## src/rtl/tdc_stream_tx.sv

```systemverilog
// Transmit side of the histogram-builder input stream: buffers pixel words from the
// TDC capture logic and serializes their timestamps in sample/pixel/acquisition order.
module tdc_stream_tx #(
    parameter int NP        = 16,
    parameter int DATA_NUM  = 4,
    parameter int PIXEL_NUM = 200,
    parameter int ACQ_NUM   = 33333,
    parameter int IDLE_GAP  = 4
) (
    input  logic                   clk,
    input  logic                   res,
    input  logic                   pix_valid,
    output logic                   pix_ready,
    input  logic [DATA_NUM*NP-1:0] pix_data,
    input  logic [DATA_NUM-1:0]    pix_hit,
    output logic                   wrEn,
    output logic [NP-1:0]          data,
    output logic                   pass,
    output logic                   frame_done,
    output logic                   busy
);
    localparam int CW = $clog2(DATA_NUM);
    localparam int PW = (PIXEL_NUM > 1) ? $clog2(PIXEL_NUM) : 1;
    localparam int AW = (ACQ_NUM > 1) ? $clog2(ACQ_NUM) : 1;
    localparam int GW = (IDLE_GAP > 1) ? $clog2(IDLE_GAP) : 1;
    localparam int DW = DATA_NUM * NP;
    localparam int EW = DW + DATA_NUM;

    localparam logic [CW-1:0] SAMPLE_LAST = CW'(DATA_NUM - 1);
    localparam logic [PW-1:0] PIXEL_LAST  = PW'(PIXEL_NUM - 1);
    localparam logic [AW-1:0] ACQ_LAST    = AW'(ACQ_NUM - 1);
    localparam logic [GW-1:0] GAP_LAST    = GW'(IDLE_GAP - 1);

    typedef enum logic [1:0] {IDLE = 2'd0, SEND = 2'd1, GAP = 2'd2} state_t;

    // Missing hits become all-ones; a real all-ones hit is nudged down so it still counts.
    function automatic logic [NP-1:0] encode_sample(input logic [NP-1:0] sample, input logic hit);
        logic [NP-1:0] ones;
        ones = {NP{1'b1}};
        if (!hit) begin
            encode_sample = ones;
        end else if (sample == ones) begin
            encode_sample = ones - {{(NP-1){1'b0}}, 1'b1};
        end else begin
            encode_sample = sample;
        end
    endfunction

    state_t          state_r, state_s;
    logic [EW-1:0]   fifo_mem_r [2];
    logic            wr_ptr_r, rd_ptr_r;
    logic [1:0]      count_r, count_s;
    logic            push_s, pop_s, emit_s, emit_hit_s, last_s;
    logic [NP-1:0]   emit_sample_s;
    logic [DW-1:0]   head_data_s, shift_data_r;
    logic [DATA_NUM-1:0] head_hit_s, shift_hit_r;
    logic [CW-1:0]   sample_cnt_r;
    logic [PW-1:0]   pixel_r;
    logic [AW-1:0]   acq_r;
    logic [GW-1:0]   gap_cnt_r;
    logic            wr_en_r, pass_r, frame_done_r, busy_r;
    logic [NP-1:0]   data_r;

    assign pix_ready   = ~res & (count_r != 2'd2);
    assign push_s      = pix_valid & pix_ready;
    assign head_data_s = fifo_mem_r[rd_ptr_r][DW-1:0];
    assign head_hit_s  = fifo_mem_r[rd_ptr_r][EW-1:DW];

    assign wrEn       = wr_en_r;
    assign data       = data_r;
    assign pass       = pass_r;
    assign frame_done = frame_done_r;
    assign busy       = busy_r;

    // FIFO occupancy after this cycle's push/pop.
    always_comb begin
        count_s = count_r;
        case ({push_s, pop_s})
            2'b10:   count_s = count_r + 2'd1;
            2'b01:   count_s = count_r - 2'd1;
            default: count_s = count_r;
        endcase
    end

    // FIFO storage.
    always_ff @(posedge clk) begin
        if (push_s) begin
            fifo_mem_r[wr_ptr_r] <= {pix_hit, pix_data};
        end
    end

    // FIFO pointers and count.
    always_ff @(posedge clk) begin
        if (res) begin
            wr_ptr_r <= 1'b0;
            rd_ptr_r <= 1'b0;
            count_r  <= 2'd0;
        end else begin
            if (push_s) begin
                wr_ptr_r <= ~wr_ptr_r;
            end
            if (pop_s) begin
                rd_ptr_r <= ~rd_ptr_r;
            end
            count_r <= count_s;
        end
    end

    // FSM state register.
    always_ff @(posedge clk) begin
        if (res) begin
            state_r <= IDLE;
        end else begin
            state_r <= state_s;
        end
    end

    // Next state and per-cycle emit/pop decisions; loading from IDLE emits sample 0 at once.
    always_comb begin
        state_s       = state_r;
        pop_s         = 1'b0;
        emit_s        = 1'b0;
        emit_sample_s = {NP{1'b0}};
        emit_hit_s    = 1'b0;
        last_s        = 1'b0;
        case (state_r)
            IDLE: begin
                if (count_r != 2'd0) begin
                    pop_s         = 1'b1;
                    emit_s        = 1'b1;
                    emit_sample_s = head_data_s[NP-1:0];
                    emit_hit_s    = head_hit_s[0];
                    state_s       = SEND;
                end else begin
                    state_s = IDLE;
                end
            end
            SEND: begin
                emit_s        = 1'b1;
                emit_sample_s = shift_data_r[NP-1:0];
                emit_hit_s    = shift_hit_r[0];
                if (sample_cnt_r == SAMPLE_LAST) begin
                    last_s = 1'b1;
                    if ((pixel_r == PIXEL_LAST) && (acq_r == ACQ_LAST)) begin
                        state_s = GAP;
                    end else if (count_r != 2'd0) begin
                        pop_s   = 1'b1;
                        state_s = SEND;
                    end else begin
                        state_s = IDLE;
                    end
                end else begin
                    state_s = SEND;
                end
            end
            GAP: begin
                if (gap_cnt_r == GAP_LAST) begin
                    state_s = IDLE;
                end else begin
                    state_s = GAP;
                end
            end
            default: state_s = IDLE;
        endcase
    end

    // Shift register, output registers, and pixel/acquisition/gap bookkeeping.
    always_ff @(posedge clk) begin
        if (res) begin
            shift_data_r <= {DW{1'b0}};
            shift_hit_r  <= {DATA_NUM{1'b0}};
            sample_cnt_r <= {CW{1'b0}};
            pixel_r      <= {PW{1'b0}};
            acq_r        <= {AW{1'b0}};
            gap_cnt_r    <= {GW{1'b0}};
            wr_en_r      <= 1'b0;
            data_r       <= {NP{1'b0}};
            pass_r       <= 1'b0;
            frame_done_r <= 1'b0;
            busy_r       <= 1'b0;
        end else begin
            wr_en_r <= emit_s;
            if (emit_s) begin
                data_r <= encode_sample(emit_sample_s, emit_hit_s);
            end
            if (pop_s && (state_r == IDLE)) begin
                shift_data_r <= {{NP{1'b0}}, head_data_s[DW-1:NP]};
                shift_hit_r  <= {1'b0, head_hit_s[DATA_NUM-1:1]};
                sample_cnt_r <= CW'(1);
            end else if (pop_s) begin
                shift_data_r <= head_data_s;
                shift_hit_r  <= head_hit_s;
                sample_cnt_r <= {CW{1'b0}};
            end else if (emit_s) begin
                shift_data_r <= {{NP{1'b0}}, shift_data_r[DW-1:NP]};
                shift_hit_r  <= {1'b0, shift_hit_r[DATA_NUM-1:1]};
                sample_cnt_r <= last_s ? {CW{1'b0}} : sample_cnt_r + CW'(1);
            end
            if (last_s) begin
                if (pixel_r == PIXEL_LAST) begin
                    pixel_r <= {PW{1'b0}};
                    acq_r   <= (acq_r == ACQ_LAST) ? {AW{1'b0}} : acq_r + AW'(1);
                end else begin
                    pixel_r <= pixel_r + PW'(1);
                end
            end
            if (state_r == GAP) begin
                gap_cnt_r <= (gap_cnt_r == GAP_LAST) ? {GW{1'b0}} : gap_cnt_r + GW'(1);
            end else begin
                gap_cnt_r <= {GW{1'b0}};
            end
            // First GAP cycle is the cycle after the frame's last sample.
            frame_done_r <= (state_r == GAP) && (gap_cnt_r == {GW{1'b0}});
            if ((state_r == GAP) && (gap_cnt_r == {GW{1'b0}})) begin
                pass_r <= ~pass_r;
            end
            busy_r <= (count_s != 2'd0) || (state_s != IDLE) || emit_s;
        end
    end
endmodule

```

## config.mk

```make
export PLATFORM = sky130hd
export DESIGN_NAME = tdc_stream_tx
export DESIGN_NICKNAME = d
export VERILOG_FILES = /design/src/rtl/tdc_stream_tx.sv
export SDC_FILE = /design/constraint.sdc
export NUM_CORES = 1
export LEC_CHECK = 0
export ABC_AREA = 1
export CORE_MARGIN = 4
export CORE_UTILIZATION = 30
export CTS_CLUSTER_DIAMETER = 80
export DETAILED_ROUTE_END_ITERATION = 10
export MAX_ROUTING_LAYER = met4
export PLACE_DENSITY = 0.57
export SLEW_MARGIN = 20
export SYNTH_ARGS = -nofsm -noshare
export SYNTH_HDL_FRONTEND = slang
export SYNTH_SLANG_ARGS = --single-unit
```

## constraint.sdc

```tcl
create_clock -name clk -period 6.5 [get_ports clk]
set_input_delay 0.975 -clock clk [delete_from_list [all_inputs] [get_ports clk]]
set_output_delay 0.975 -clock clk [all_outputs]
set_load 0.01 [all_outputs]
```

-- After elaboration in Yosys (flattened, before gate mapping)
Memories as Yosys holds them, arrays and structs flattened. A register that Yosys moved wholly into a read port is not among the register bits.
Index checks and enable logic that the tools add are counted.
W data, S select, Z words.
- add/subtract/negate cells: 6
- $mul: 0
- divide/modulo/power cells: 0
- magnitude comparators: 0
- equality and inequality tests: 10
- shifts and indexed selects: 0
- mux-type cells: 35
- bitwise logic cells: 7
- reductions and logical operators: 16
- operators by type and width (cell ; count):
    $mux W64 ; 2
    $mux W16 ; 4
    $mux W48 ; 1
    $eq A16 B16 Y1 const B ; 2
    $pmux W16 S2 ; 1
    $add A16 B1 Y16 const B ; 1
    $mux W1 ; 14
    $add A8 B1 Y8 const B ; 1
    $eq A2 B2 Y1 const B ; 4
    $eq A8 B8 Y1 const B ; 1
    $mux W2 ; 4
    $mux W4 ; 2
    $mux W8 ; 1
    $reduce_bool A2 Y1 ; 4
    $add A2 B1 Y2 const B ; 3
    $pmux W1 S2 ; 3
    $pmux W2 S3 ; 1
    $reduce_or A3 Y1 ; 2
    $not A1 Y1 ; 5
    $eq A2 B1 Y1 const B ; 2
    $logic_not A2 Y1 ; 2
    $pmux W2 S2 ; 1
    $logic_and A1 B1 Y1 ; 3
    $mux W3 ; 1
    7 further kinds ; 9
- register bits: 122
- latch bits: 0
- memory bits (writable): 136
- bits in read-only memories: 0
- bits of input ports: 71
- output and inout bits: 21
- logic and storage cells: 93
- memories: 1
- memory list (name ; words ; bits a word ; read ports ; clocked after Yosys merged registers in ; write ports ; line ; text):
    fifo_mem_r ; 2 ; 68 ; 1 ; 1 ; 1 ; 50 ; logic [EW-1:0] fifo_mem_r [2];

-- Longest topological paths before layout
Gate-level depths: netlist (run 1).
- depth after elaboration: 10
- gate-level depth with buffers: 16
- depth with buffers taken out: 15

-- Worst setup path before layout (run 1)
OpenSTA, ideal clock, no wires.
- kind: input port to flip-flop
- start point: input port res
- end point: memory fifo_mem_r[0][0] (netlist name) (enable)
- arrival time: 4.449 ns
- data required time: 6.005 ns
- path slack: 1.556 ns
- stages: 4
- buffers on the path: 1
- cells stage by stage: clkbuf_1 -> a21oi_1 -> nand2_1 -> nor2_1
- longest elaborated chain between the ends: 5
- RTL lines (what ; line ; text):
    start, declared ; 11 ; input logic res,
    $not A1 Y1 ; 64 ; assign pix_ready = ~res & (count_r != 2'd2);
    $and A1 B1 Y1 ; 64 ;
    named net pix_ready ; 13 ; output logic pix_ready,
    $and A1 B1 Y1 ; 65 ; assign push_s = pix_valid & pix_ready;
    $mux W1 ; 87 ; if (push_s) begin
    $mux W1 (not written as such) ; 88 ; fifo_mem_r[wr_ptr_r] <= {pix_hit, pix_data};
    end, declared ; 50 ;
The timed path passes the listed nets, and every way through them passes these cells.

-- Final worst setup path (run 1)
- start point: register count_r[0]
- end point: register busy_r, in the netlist busy
- longest elaborated chain between the ends: 10
- RTL lines (what ; line ; text):
    start, declared ; 52 ; logic [1:0] count_r, count_s;
    start signal, assigned ; 105 ; count_r <= count_s;
    $reduce_bool A2 Y1 ; 128, 146 ;
    $mux W1 ; 128, 146 ;
    $mux W1 ; 144 ; if ((pixel_r == PIXEL_LAST) && (acq_r == ACQ_LAST)) begin
    $mux W1 ; 142 ; if (sample_cnt_r == SAMPLE_LAST) begin
    $pmux W1 S2 ; 126 ; case (state_r)
    $eq A2 B1 Y1 / $eq A2 B2 Y1 (equally long branches) ; 78 ; case ({push_s, pop_s})
    $pmux W2 S2 ; 78 ;
    $reduce_bool A2 Y1 ; 217 ; busy_r <= (count_s != 2'd0) || (state_s != IDLE) || emit_s;
    $logic_or A1 B1 Y1 ; 217 ;
    $logic_or A1 B1 Y1 * ; 217 ;
    end signal, assigned ; 217 ;
    end, declared ; 61 ; logic wr_en_r, pass_r, frame_done_r, busy_r;
Every way passes the cells marked *; elsewhere a longest branch is shown, timed or not.
A chain may end at the register's enable or synchronous reset.

==> results of run 1 <==
-- kinds of logic (layout without fill, tap and decap cells) --
group | Yosys count | after routing | synth area share
xor gates and xnor gates | 5 | 5 | 0.00386
AOI/OAI and AO/OA | 139 | 139 | 0.0649
DFF | 259 | 259 | 0.577
buffers and inverters | 160 | 248 | 0.0598
muxes | 14 | 14 | 0.0124
adders and majority gates | 7 | 7 | 0.00772
and+or+nand+nor | 729 | 729 | 0.274
-- worst max-delay path by stage --
stage	slack [ns]	start	to	cells after the start
after global routing	2.61	count_r[0]	busy	12
after CTS	3.02	count_r[0]	busy	12
final	2.95	count_r[0]	busy	12
after detailed placement	2.94	res	fifo_mem_r[0][13]	6
after floorplan	1.56	res	fifo_mem_r[0][0]	4
after global placement	2.98	res	fifo_mem_r[0][0]	6
-- placed cells by master (no fill, tap or decap), drive strengths merged, types with 4 or more instances in the layout --
cell type,n
ha,7
nand4,55
inv,90
clkbuf,46
or2,25
xor2,4
nor3,11
nor2,201
a21oi,59
nand2,373
o21ai,59
buf,10
mux2i,14
a31oi,15
nand3,59
dfxtp,123
edfxtp,136
clkdlybuf4s50,90
clkinv,10
-- routing by layer --
metal	routed length, um	vias to the layer above	track usage
met2	14100	189	0.233
met1	13400	4241	0.193
met3	1380	62	0.0220
met4	757	0	0.0381
li1	-	4468	-
met5	0	-	-
-- sequential cells by signal (all words and copies together) (netlist names), 4 cells and up, named ones only --
register	cells
shift_hit_r	4
fifo_mem_r	136
pixel_r	8
shift_data_r	64
acq_r	16
data	16
-- through the flow --
step           setup WS, ns  instances   util  power, mW
2_1_floorplan          1.56       1313      -       3.42
3_3_place_gp           2.98       1849  0.342       3.95
3_5_place_dp           2.94       1849  0.342       3.97
4_1_cts                3.02       1905  0.368       5.61
5_1_grt                2.61       1905  0.368       5.94
6_report               2.95       1905  0.368       5.56
-- cell type report --
cell class                 count  area (um2)
clock inverter                10         110
tap                          504         631
timing repair buffer         100         973
sequential                   259        6550
fill                        3784       23400
inverter                      92         353
clock buffer                  46         861
multi-input combinational    894        4130
-- power by group --
part	internal, mW	switching, mW	total [mW]
clock network	0.955	0.675	1.63
registers	1.98	0.118	2.10
logic	0.588	1.25	1.83
==> out/metrics.yaml, run 1 <==
layout:
  stdcell_area_um2: 13600
  drive_gt1_frac: 0.0728
  area_growth_pct: 20.0
  insertedDiodeCount: 0
  nets: 1455
clocking:
  root_buffer: "clkbuf_16"
  cts-resized-gates: 0
  cts_buffers: 30
  path_clk_slew_ns: 0.06
  cts_tree: "yes"
  cts.sinks: 259
  postCtsHoldBufs: 0
  htreeDepth: 1
  cts_setup_buffers: 0
  cts_buffer_depth: 3
  worstSkewPairLatency_ns: 0.58
status:
  status: "completed"
setup_path:
  worstPathArrival_ns: 4.03
  slowest_delay_ns: 0.74
  reg2reg_from: "count_r[0]"
  reg2reg_slack_ns: 2.95
  path_class: "reg -> reg"
  crit_path_start_kind: "flop"
  critPathCaptureType: "flop"
  crit_family: "simple AND/OR/NAND/NOR gates"
  cp.required_ns: 6.98
  rr_worst_depth: 12
  reg2reg_to: "busy"
  path_buf_inv: 2
  critPathSlowestCell: "clkinv_1"
  crit_chain: "nor2_1 -> clkinv_1 -> nand3_4 -> nand2_4 -> ha_1 -> a21oi_1 -> o21a_1 -> xor2_1 -> inv_1 -> nand2_1 -> nor2_1 -> a21oi_1"
  critPathMaxFanout: 32
min_path:
  min_from: "gap_cnt_r[0]"
  hp-class: "reg -> reg"
  worstHoldPathCells: 1
  holdPathEnd: "gap_cnt_r[0]"
timing:
  min_period_ns: 3.55
  skew_ns: 0.0275
  maxSlewViolCount: 0
  worst_pin_slew_ns: 0.982
  finalSetupViolations: 0
  timing.final.hold_violations: 0
  holdWs_ns: 0.450
  fin_setup_tns_ns: 0
  slew_headroom: 0.344
  rsz0062_at_grt: "false"
  fmax_ghz: 0.282
  min_period_over_period: 0.545
global_route:
  grt_pass1_wl_um: 47100
  grt_usage: 0.145
  grt_max_degree: 92
  grt-ovfl-total: 0
  antenna_found_initial: 0
  grt_pass1_vias: 8665
yosys:
  ys_seq_elements: 259
  synth.avg_cell_area_um2: 8.64
  synth_top_cell_area_share: 0.360
  ys_types: 41
  syn_inst: 1313
  synth_ff_type: "edfxtp_1"
  yosys-top-cells-area: "edfxtp_1 (36%), dfxtp_1 (22%), nand2_1 (12%)"
  yosysMostFrequentCell: "nand2_1"
  async_reset_ff_frac: 0
  synth_warnings: 0
  seq_area_frac_synth: 0.577
  synth_top_cell_by_area: "edfxtp_1"
  synth_edf_count: 136
  synth_area_um2: 11300
  syn_nets: 1391
  synthTopCellsByCount: "nand2_1 (369), nor2_1 (195), edfxtp_1 (136)"
routing:
  dr_total_vias: 8960
  drt-total-wl_um: 29600
  drt_iter0_markers: 474
  routed_via_density: 4.70
  drtPass1Iterations: 5
  post_drt_wl_per_cell_um: 15.6
  postRouteAntennaNets: 0
  drcViolationCount: 0
power_and_ir_drop:
  ir_worst_vdd_uv: 274
  leakagePower_nw: 5.24
  p_per_area_nw_per_um2: 409
placed_design:
  place_congestion: 0.843
  postPlaceCellArea_um2: 12600
  port_buffers: 91
  hpwl_um: 19500
job:
  cap_violations: 0
floorplan:
  core_um2: 37000
  die_h_um: 202
  die_x_um: 202
  start_util: 0.307
  dieArea_um2: 41000
  num_io_pins: 92
  core.rowCount: 70
Power figures use the tool's default switching activity.
==> run 2: changes to the inputs <==
--- a/config.mk
+++ b/config.mk
@@ -11,7 +11,7 @@
 export CTS_CLUSTER_DIAMETER = 80
 export DETAILED_ROUTE_END_ITERATION = 10
 export MAX_ROUTING_LAYER = met4
-export PLACE_DENSITY = 0.57
+export PLACE_DENSITY = 0.58
 export SLEW_MARGIN = 20
 export SYNTH_ARGS = -nofsm -noshare
 export SYNTH_HDL_FRONTEND = slang
==> constraint.sdc (replaced) <==
create_clock -name clk -period 3 [get_ports clk]
set_input_delay 0.45 -clock clk [delete_from_list [all_inputs] [get_ports clk]]
set_output_delay 0.45 -clock clk [all_outputs]
set_load 0.01 [all_outputs]
==> run 2 against run 1 <==
Total power up 120%; clock skew decreased by 0.0054 ns; wire length grew 2.5%; via count is 0.50% higher; worst setup slack got worse by 2.4 ns; worst hold slack worse by 0.038 ns.
==> out/metrics.yaml, run 2 (synthesis gave the netlist of run 1 again) <==
status:
  status: "completed"  # unchanged
setup_path:
  crit_path_start_kind: "flop"  # unchanged
  critPathCaptureType: "flop"  # unchanged
  path_class: "reg -> reg"  # unchanged
  worstPathArrival_ns: 2.96  # was 4.03 ns
  critPathMaxFanout: 23  # was 32
  reg2reg_from: "pixel_r[0]"  # was count_r[0]
  cp-startpoint: "pixel_r[0]"  # was count_r[0]
  cp.required_ns: 3.48  # was 6.98 ns
power_and_ir_drop:
  p_per_area_nw_per_um2: 891  # was 409 nW/um2
  leakagePower_nw: 5.29  # was 5.24 nW
  p_int_mw: 7.73  # was 3.52 mW
  ir_worst_vdd_uv: 712  # was 274 uV
  swShare: 0.366  # was 0.367
  comb_power_share: 0.332  # was 0.330
  clkPwrFrac: 0.295  # was 0.293
  p_switching_mw: 4.46  # was 2.04 mW
  power_mw: 12.2  # was 5.56 mW
  seqPwrFrac: 0.373  # was 0.377
job:
  cap_violations: 0  # unchanged
clocking:
  cts_setup_buffers: 0  # unchanged
  root_buffer: "clkbuf_16"  # unchanged
  cts_buffer_depth: 3  # unchanged
  cts_tree: "yes"  # unchanged
  htreeDepth: 1  # unchanged
  postCtsHoldBufs: 0  # unchanged
  cts.sinks: 259  # unchanged
  path_clk_slew_ns: 0.06  # about the same
  cts-resized-gates: 0  # unchanged
  cts_buffers: 29  # was 30
  worstSkewPairLatency_ns: 0.57  # was 0.58 ns
floorplan:
  num_io_pins: 92  # unchanged
  die_x_um: 202  # unchanged
  core.rowCount: 70  # unchanged
  die_h_um: 202  # unchanged
  start_util: 0.307  # unchanged
  dieArea_um2: 41000  # unchanged
  core_um2: 37000  # unchanged
global_route:
  grt-ovfl-total: 0  # unchanged
  grt_usage: 0.151  # was 0.145
  grt_pass1_vias: 8786  # was 8665
  grt_max_degree: 92  # unchanged
  grt_pass1_wl_um: 48700  # was 47100 um
  antenna_found_initial: 0  # unchanged
min_path:
  hp-class: "in -> reg"  # was reg -> reg
  min_from: "res"  # was gap_cnt_r[0]
layout:
  stdcell_area_um2: 13700  # was 13600 um2
  drive_gt1_frac: 0.0788  # was 0.0728
  final_common_cell: "nand2_1"  # unchanged
  final_cell_mix: "nand2_1 (369), nor2_1 (193), edfxtp_1 (136), dfxtp_1 (122), clkdlybuf4s50_1 (90)"  # unchanged
  area_growth_pct: 20.7  # was 20.0%
  largest_reg_flops: 136  # unchanged
  insertedDiodeCount: 0  # unchanged
  regMostFlops: "fifo_mem_r"  # unchanged
  top_regs: "fifo_mem_r (136), shift_data_r (64)"  # unchanged
  fillers: 3836  # was 3784
  layoutNonFillerInstCount: 1912  # was 1905
  nets: 1463  # was 1455
routing:
  drt_iter0_markers: 589  # was 474
  postRouteAntennaNets: 0  # unchanged
  drtPass1Iterations: 5  # unchanged
  post_drt_wl_per_cell_um: 15.9  # was 15.6 um
  dr_total_vias: 9005  # was 8960
  drcViolationCount: 0  # unchanged
  drt-total-wl_um: 30400  # was 29600 um
  routed_via_density: 4.71  # was 4.70
placed_design:
  hpwl_um: 20000  # was 19500 um
  place_congestion: 0.872  # was 0.843
  placed_cells: 1858  # was 1849
  dp_worst_setup_slack_ns: 0.535  # was 2.94 ns
  postPlaceCellArea_um2: 12700  # was 12600 um2
  port_buffers: 91  # unchanged
timing:
  worst_pin_slew_ns: 0.950  # was 0.982 ns
  finalSetupViolations: 0  # unchanged
  fmax_ghz: 0.404  # was 0.282 GHz
  timing.final.hold_violations: 0  # unchanged
  fin_setup_tns_ns: 0  # unchanged
  skew_ns: 0.0220  # was 0.0275 ns
  maxSlewViolCount: 0  # unchanged
  worst_slack_ns: 0.523  # was 2.95 ns
  slew_headroom: 0.367  # was 0.344
  min_period_over_period: 0.826  # was 0.545
  rsz0062_at_grt: "false"  # unchanged
  min_period_ns: 2.48  # was 3.55 ns
[run 2: cell types whose count changed in the layout (fill, tap and decap cells not counted)]
cell / delta
clkbuf_1: -4
clkbuf_16: -1
clkinv_4: -2
clkinvlp_4: -1
buf_4: +7
clkinv_16: -1
inv_16: +1
buf_12: +2
clkinv_1: +2
clkbuf_8: -2
bufinv_16: +2
clkinv_2: +4
[run 2: final cells by class]
cell class | instances | area, um2 | share of cell area
flip-flops and latches | 259 | 6550 | 0.478
multi-input cells | 894 | 4130 | 0.302
repair buffers | 109 | 1070 | 0.0779
clock buffers | 39 | 793 | 0.0580
well taps | 504 | 631 | 0.0461
inverters | 92 | 353 | 0.0258
clock inverters | 15 | 163 | 0.0119
[run 2: metal layers]
metal,vias up,routed length [um],GRT usage
met1,4224,14100,0.207
met2,233,13900,0.235
met4,0,901,0.0441
met5,-,0,-
li1,4490,-,-
met3,58,1490,0.0191
[run 2: power groups by stage]
| stage | Combinational, mW | Sequential, mW | Clock (mW) |
|---|---|---|---|
| after global routing | 4.60 | 4.61 | 3.81 |
| after CTS | 4.07 | 4.55 | 3.67 |
| after floorplan | 2.82 | 4.59 | 0 |
| after global placement | 4.03 | 4.61 | 0 |
| final | 4.05 | 4.55 | 3.59 |
| after detailed placement | 4.05 | 4.62 | 0 |
[run 2: final timing paths]
path                        to  cells past startpoint  slack (ns)
setup / recovery          busy                     14        0.52
hold / removal      count_r[1]                      3        0.41
setup reg to reg          busy                     14        0.52
hold reg to reg   gap_cnt_r[0]                      1        0.46
[run 2: worst max-delay path: stages, from the launching register on]
cell     delay (ns)
dfxtp_1        0.37
ha_1           0.21
nand3_1        0.09
nor2_1         0.25
nand3_4        0.12
nand3_4        0.08
nand2_4        0.19
ha_1           0.37
a21oi_1        0.12
o21a_1         0.14
xor2_1         0.16
inv_1          0.07
nand2_1        0.05
nor2_1         0.04
a21oi_1        0.16
[run 2: through the flow]
stage / hold slack, ns / utilization
2_1_floorplan: 0.417 / -
3_3_place_gp: 0.426 / 0.344
3_5_place_dp: 0.444 / 0.344
4_1_cts: 0.404 / 0.370
5_1_grt: 0.438 / 0.370
6_report: 0.411 / 0.370
==> run 3: changes to the inputs <==
--- a/config.mk
+++ b/config.mk
@@ -11,7 +11,7 @@
 export CTS_CLUSTER_DIAMETER = 80
 export DETAILED_ROUTE_END_ITERATION = 10
 export MAX_ROUTING_LAYER = met4
-export PLACE_DENSITY = 0.58
+export PLACE_DENSITY = 0.57
 export SLEW_MARGIN = 20
 export SYNTH_ARGS = -nofsm -noshare
 export SYNTH_HDL_FRONTEND = slang
==> constraint.sdc (replaced) <==
create_clock -name clk -period 2.3 [get_ports clk]
set_input_delay 0.345 -clock clk [delete_from_list [all_inputs] [get_ports clk]]
set_output_delay 0.345 -clock clk [all_outputs]
set_load 0.01 [all_outputs]
==> run 3 against run 2 <==
Largest cell class unchanged; highest routed layer unchanged; first-iteration DRC count is 4.2% lower; die area stayed put; sequential power is 31% higher; via count is 1.1% higher; critical path depth is 11 lower; worst setup slack worse by 0.42 ns.
==> out/metrics.yaml, run 3 (synthesis gave the netlist of run 1 again) <==
timing:
  min_period_over_period: 0.953
  slew_headroom: 0.511  # was 0.367
  worst_slack_ns: 0.107  # was 0.523 ns
  maxSlewViolCount: 0  # unchanged
  timing.final.hold_violations: 0  # unchanged
  finalSetupViolations: 0  # unchanged
  skew_ns: 0.0156  # was 0.0220 ns
  worst_pin_slew_ns: 0.733  # was 0.950 ns
  fin_setup_tns_ns: 0  # unchanged
  min_period_ns: 2.19
  rsz0062_at_grt: "false"  # unchanged
  fmax_ghz: 0.456
min_path:
  hp-class: "in -> reg"  # unchanged
layout:
  area_growth_pct: 23.4  # was 20.7%
  layoutNonFillerInstCount: 1932  # was 1912
  stdcell_area_um2: 14000  # was 13700 um2
  fillers: 3805  # was 3836
  largest_reg_flops: 136  # unchanged
  top_regs: "fifo_mem_r (136), shift_data_r (64)"  # unchanged
  insertedDiodeCount: 0  # unchanged
  drive_gt1_frac: 0.102  # was 0.0788
  final_common_cell: "nand2_1"  # unchanged
  nets: 1483  # was 1463
  final_cell_mix: "nand2_1 (368), nor2_1 (192), edfxtp_1 (136), dfxtp_1 (120), clkdlybuf4s50_1 (90)"  # was nand2_1 (369), nor2_1 (193), edfxtp_1 (136), dfxtp_1 (122), clkdlybuf4s50_1 (90)
  regMostFlops: "fifo_mem_r"  # unchanged
routing:
  drt_iter0_markers: 564  # was 589
  routed_via_density: 4.71  # about the same
  post_drt_wl_per_cell_um: 15.9  # about the same
  drtPass1Iterations: 5  # unchanged
  drcViolationCount: 0  # unchanged
  drt-total-wl_um: 30700  # was 30400 um
  dr_total_vias: 9104  # was 9005
  postRouteAntennaNets: 0  # unchanged
clocking:
  postCtsHoldBufs: 0  # unchanged
  cts.sinks: 259  # unchanged
  cts_buffers: 29  # unchanged
  htreeDepth: 1  # unchanged
  cts_tree: "yes"  # unchanged
  cts_buffer_depth: 3  # unchanged
  worstSkewPairLatency_ns: 0.57  # about the same
  cts_setup_buffers: 0  # unchanged
  root_buffer: "clkbuf_16"  # unchanged
  path_clk_slew_ns: 0.06  # about the same
power_and_ir_drop:
  seqPwrFrac: 0.368  # was 0.373
  clkPwrFrac: 0.297  # was 0.295
  leakagePower_nw: 5.43  # was 5.29 nW
  p_switching_mw: 5.81  # was 4.46 mW
  swShare: 0.358  # was 0.366
  p_int_mw: 10.4  # was 7.73 mW
  power_mw: 16.2  # was 12.2 mW
  ir_worst_vdd_uv: 782  # was 712 uV
  p_per_area_nw_per_um2: 1160  # was 891 nW/um2
  comb_power_share: 0.336  # was 0.332
placed_design:
  hpwl_um: 20900  # was 20000 um
  port_buffers: 91  # unchanged
  placed_cells: 1878  # was 1858
  postPlaceCellArea_um2: 12900  # was 12700 um2
  dp_worst_setup_slack_ns: 0.0581  # was 0.535 ns
  place_congestion: 0.843  # was 0.872
global_route:
  grt_pass1_vias: 8938  # was 8786
  antenna_found_initial: 0  # unchanged
  grt_max_degree: 69  # was 92
  grt-ovfl-total: 0  # unchanged
  grt_usage: 0.150  # was 0.151
  grt_pass1_wl_um: 48800  # was 48700 um
floorplan:
  num_io_pins: 92  # unchanged
  die_x_um: 202  # unchanged
  dieArea_um2: 41000  # unchanged
  core_um2: 37000  # unchanged
  core.rowCount: 70  # unchanged
  die_h_um: 202  # unchanged
  start_util: 0.307  # unchanged
setup_path:
  cp.required_ns: 1.96  # was 3.48 ns
  critPathCaptureType: "output pin"  # was flop
  crit_path_start_kind: "flop"  # unchanged
  critPathMaxFanout: 5  # was 23
  path_class: "reg -> out"  # was reg -> reg
  worstPathArrival_ns: 1.85  # was 2.96 ns
status:
  status: "completed"  # unchanged
job:
  cap_violations: 0  # unchanged
[run 3: cell types whose count changed in the layout (fill, tap and decap cells not counted), sizes merged]
cell	previous run	this run
buf	19	39
clkinv	13	9
bufinv	3	4
clkbuf	39	41
clkinvlp	0	1
[run 3: metal layers]
metal / GRT usage / up-vias / routed length [um]
li1: - / 4527 / -
met1: 0.196 / 4312 / 13800
met2: 0.241 / 210 / 14500
met3: 0.0257 / 55 / 1470
met4: 0.0466 / 0 / 951
met5: - / - / 0
[run 3: final cells by class]
cell class,count,area (um2),area share
flip-flops and latches,259,6550,0.468
multi-input cells,894,4180,0.299
repair buffers,129,1270,0.0905
clock buffers,41,831,0.0594
well taps,504,631,0.0451
inverters,92,355,0.0254
clock inverters,13,180,0.0129
[run 3: worst paths after layout]
check / depth (start not counted) / slack (ns) / startpoint / endpoint
worst min-delay path: 4 / 0.31 / res / pixel_r[2]
worst max-delay path: 3 / 0.11 / count_r[0] / pix_ready
worst max register to register: 10 / 0.21 / state_r[1] / sample_cnt_r[1]
worst min register to register: 1 / 0.46 / gap_cnt_r[0] / gap_cnt_r[0]
[run 3: power by group through the flow]
stage | Combinational, mW | Clock (mW) | Sequential (mW)
floorplan | 3.69 | 0 | 5.99
global placement | 5.38 | 0 | 6.05
detailed placement | 5.44 | 0 | 6.06
CTS | 5.46 | 4.95 | 5.97
global route | 6.13 | 5.13 | 6.04
finish | 5.45 | 4.82 | 5.97
[run 3: critical path, cell delays in order, from the launching register on]
cell,delay [ns]
dfxtp_1,0.43
inv_1,0.11
a21oi_4,0.19
clkdlybuf4s50_1,0.56
[run 3: through the flow]
step / hold slack (ns) / util
floorplan: 0.417 / -
global placement: 0.424 / 0.350
detailed placement: 0.451 / 0.350
CTS: 0.294 / 0.378
global route: 0.334 / 0.379
finish: 0.308 / 0.379
[run 3: what timing repair did]
item                       CTS  global route
setup endpoints to repair    0            19
resized for setup            0            11
hold endpoints to repair     0             0
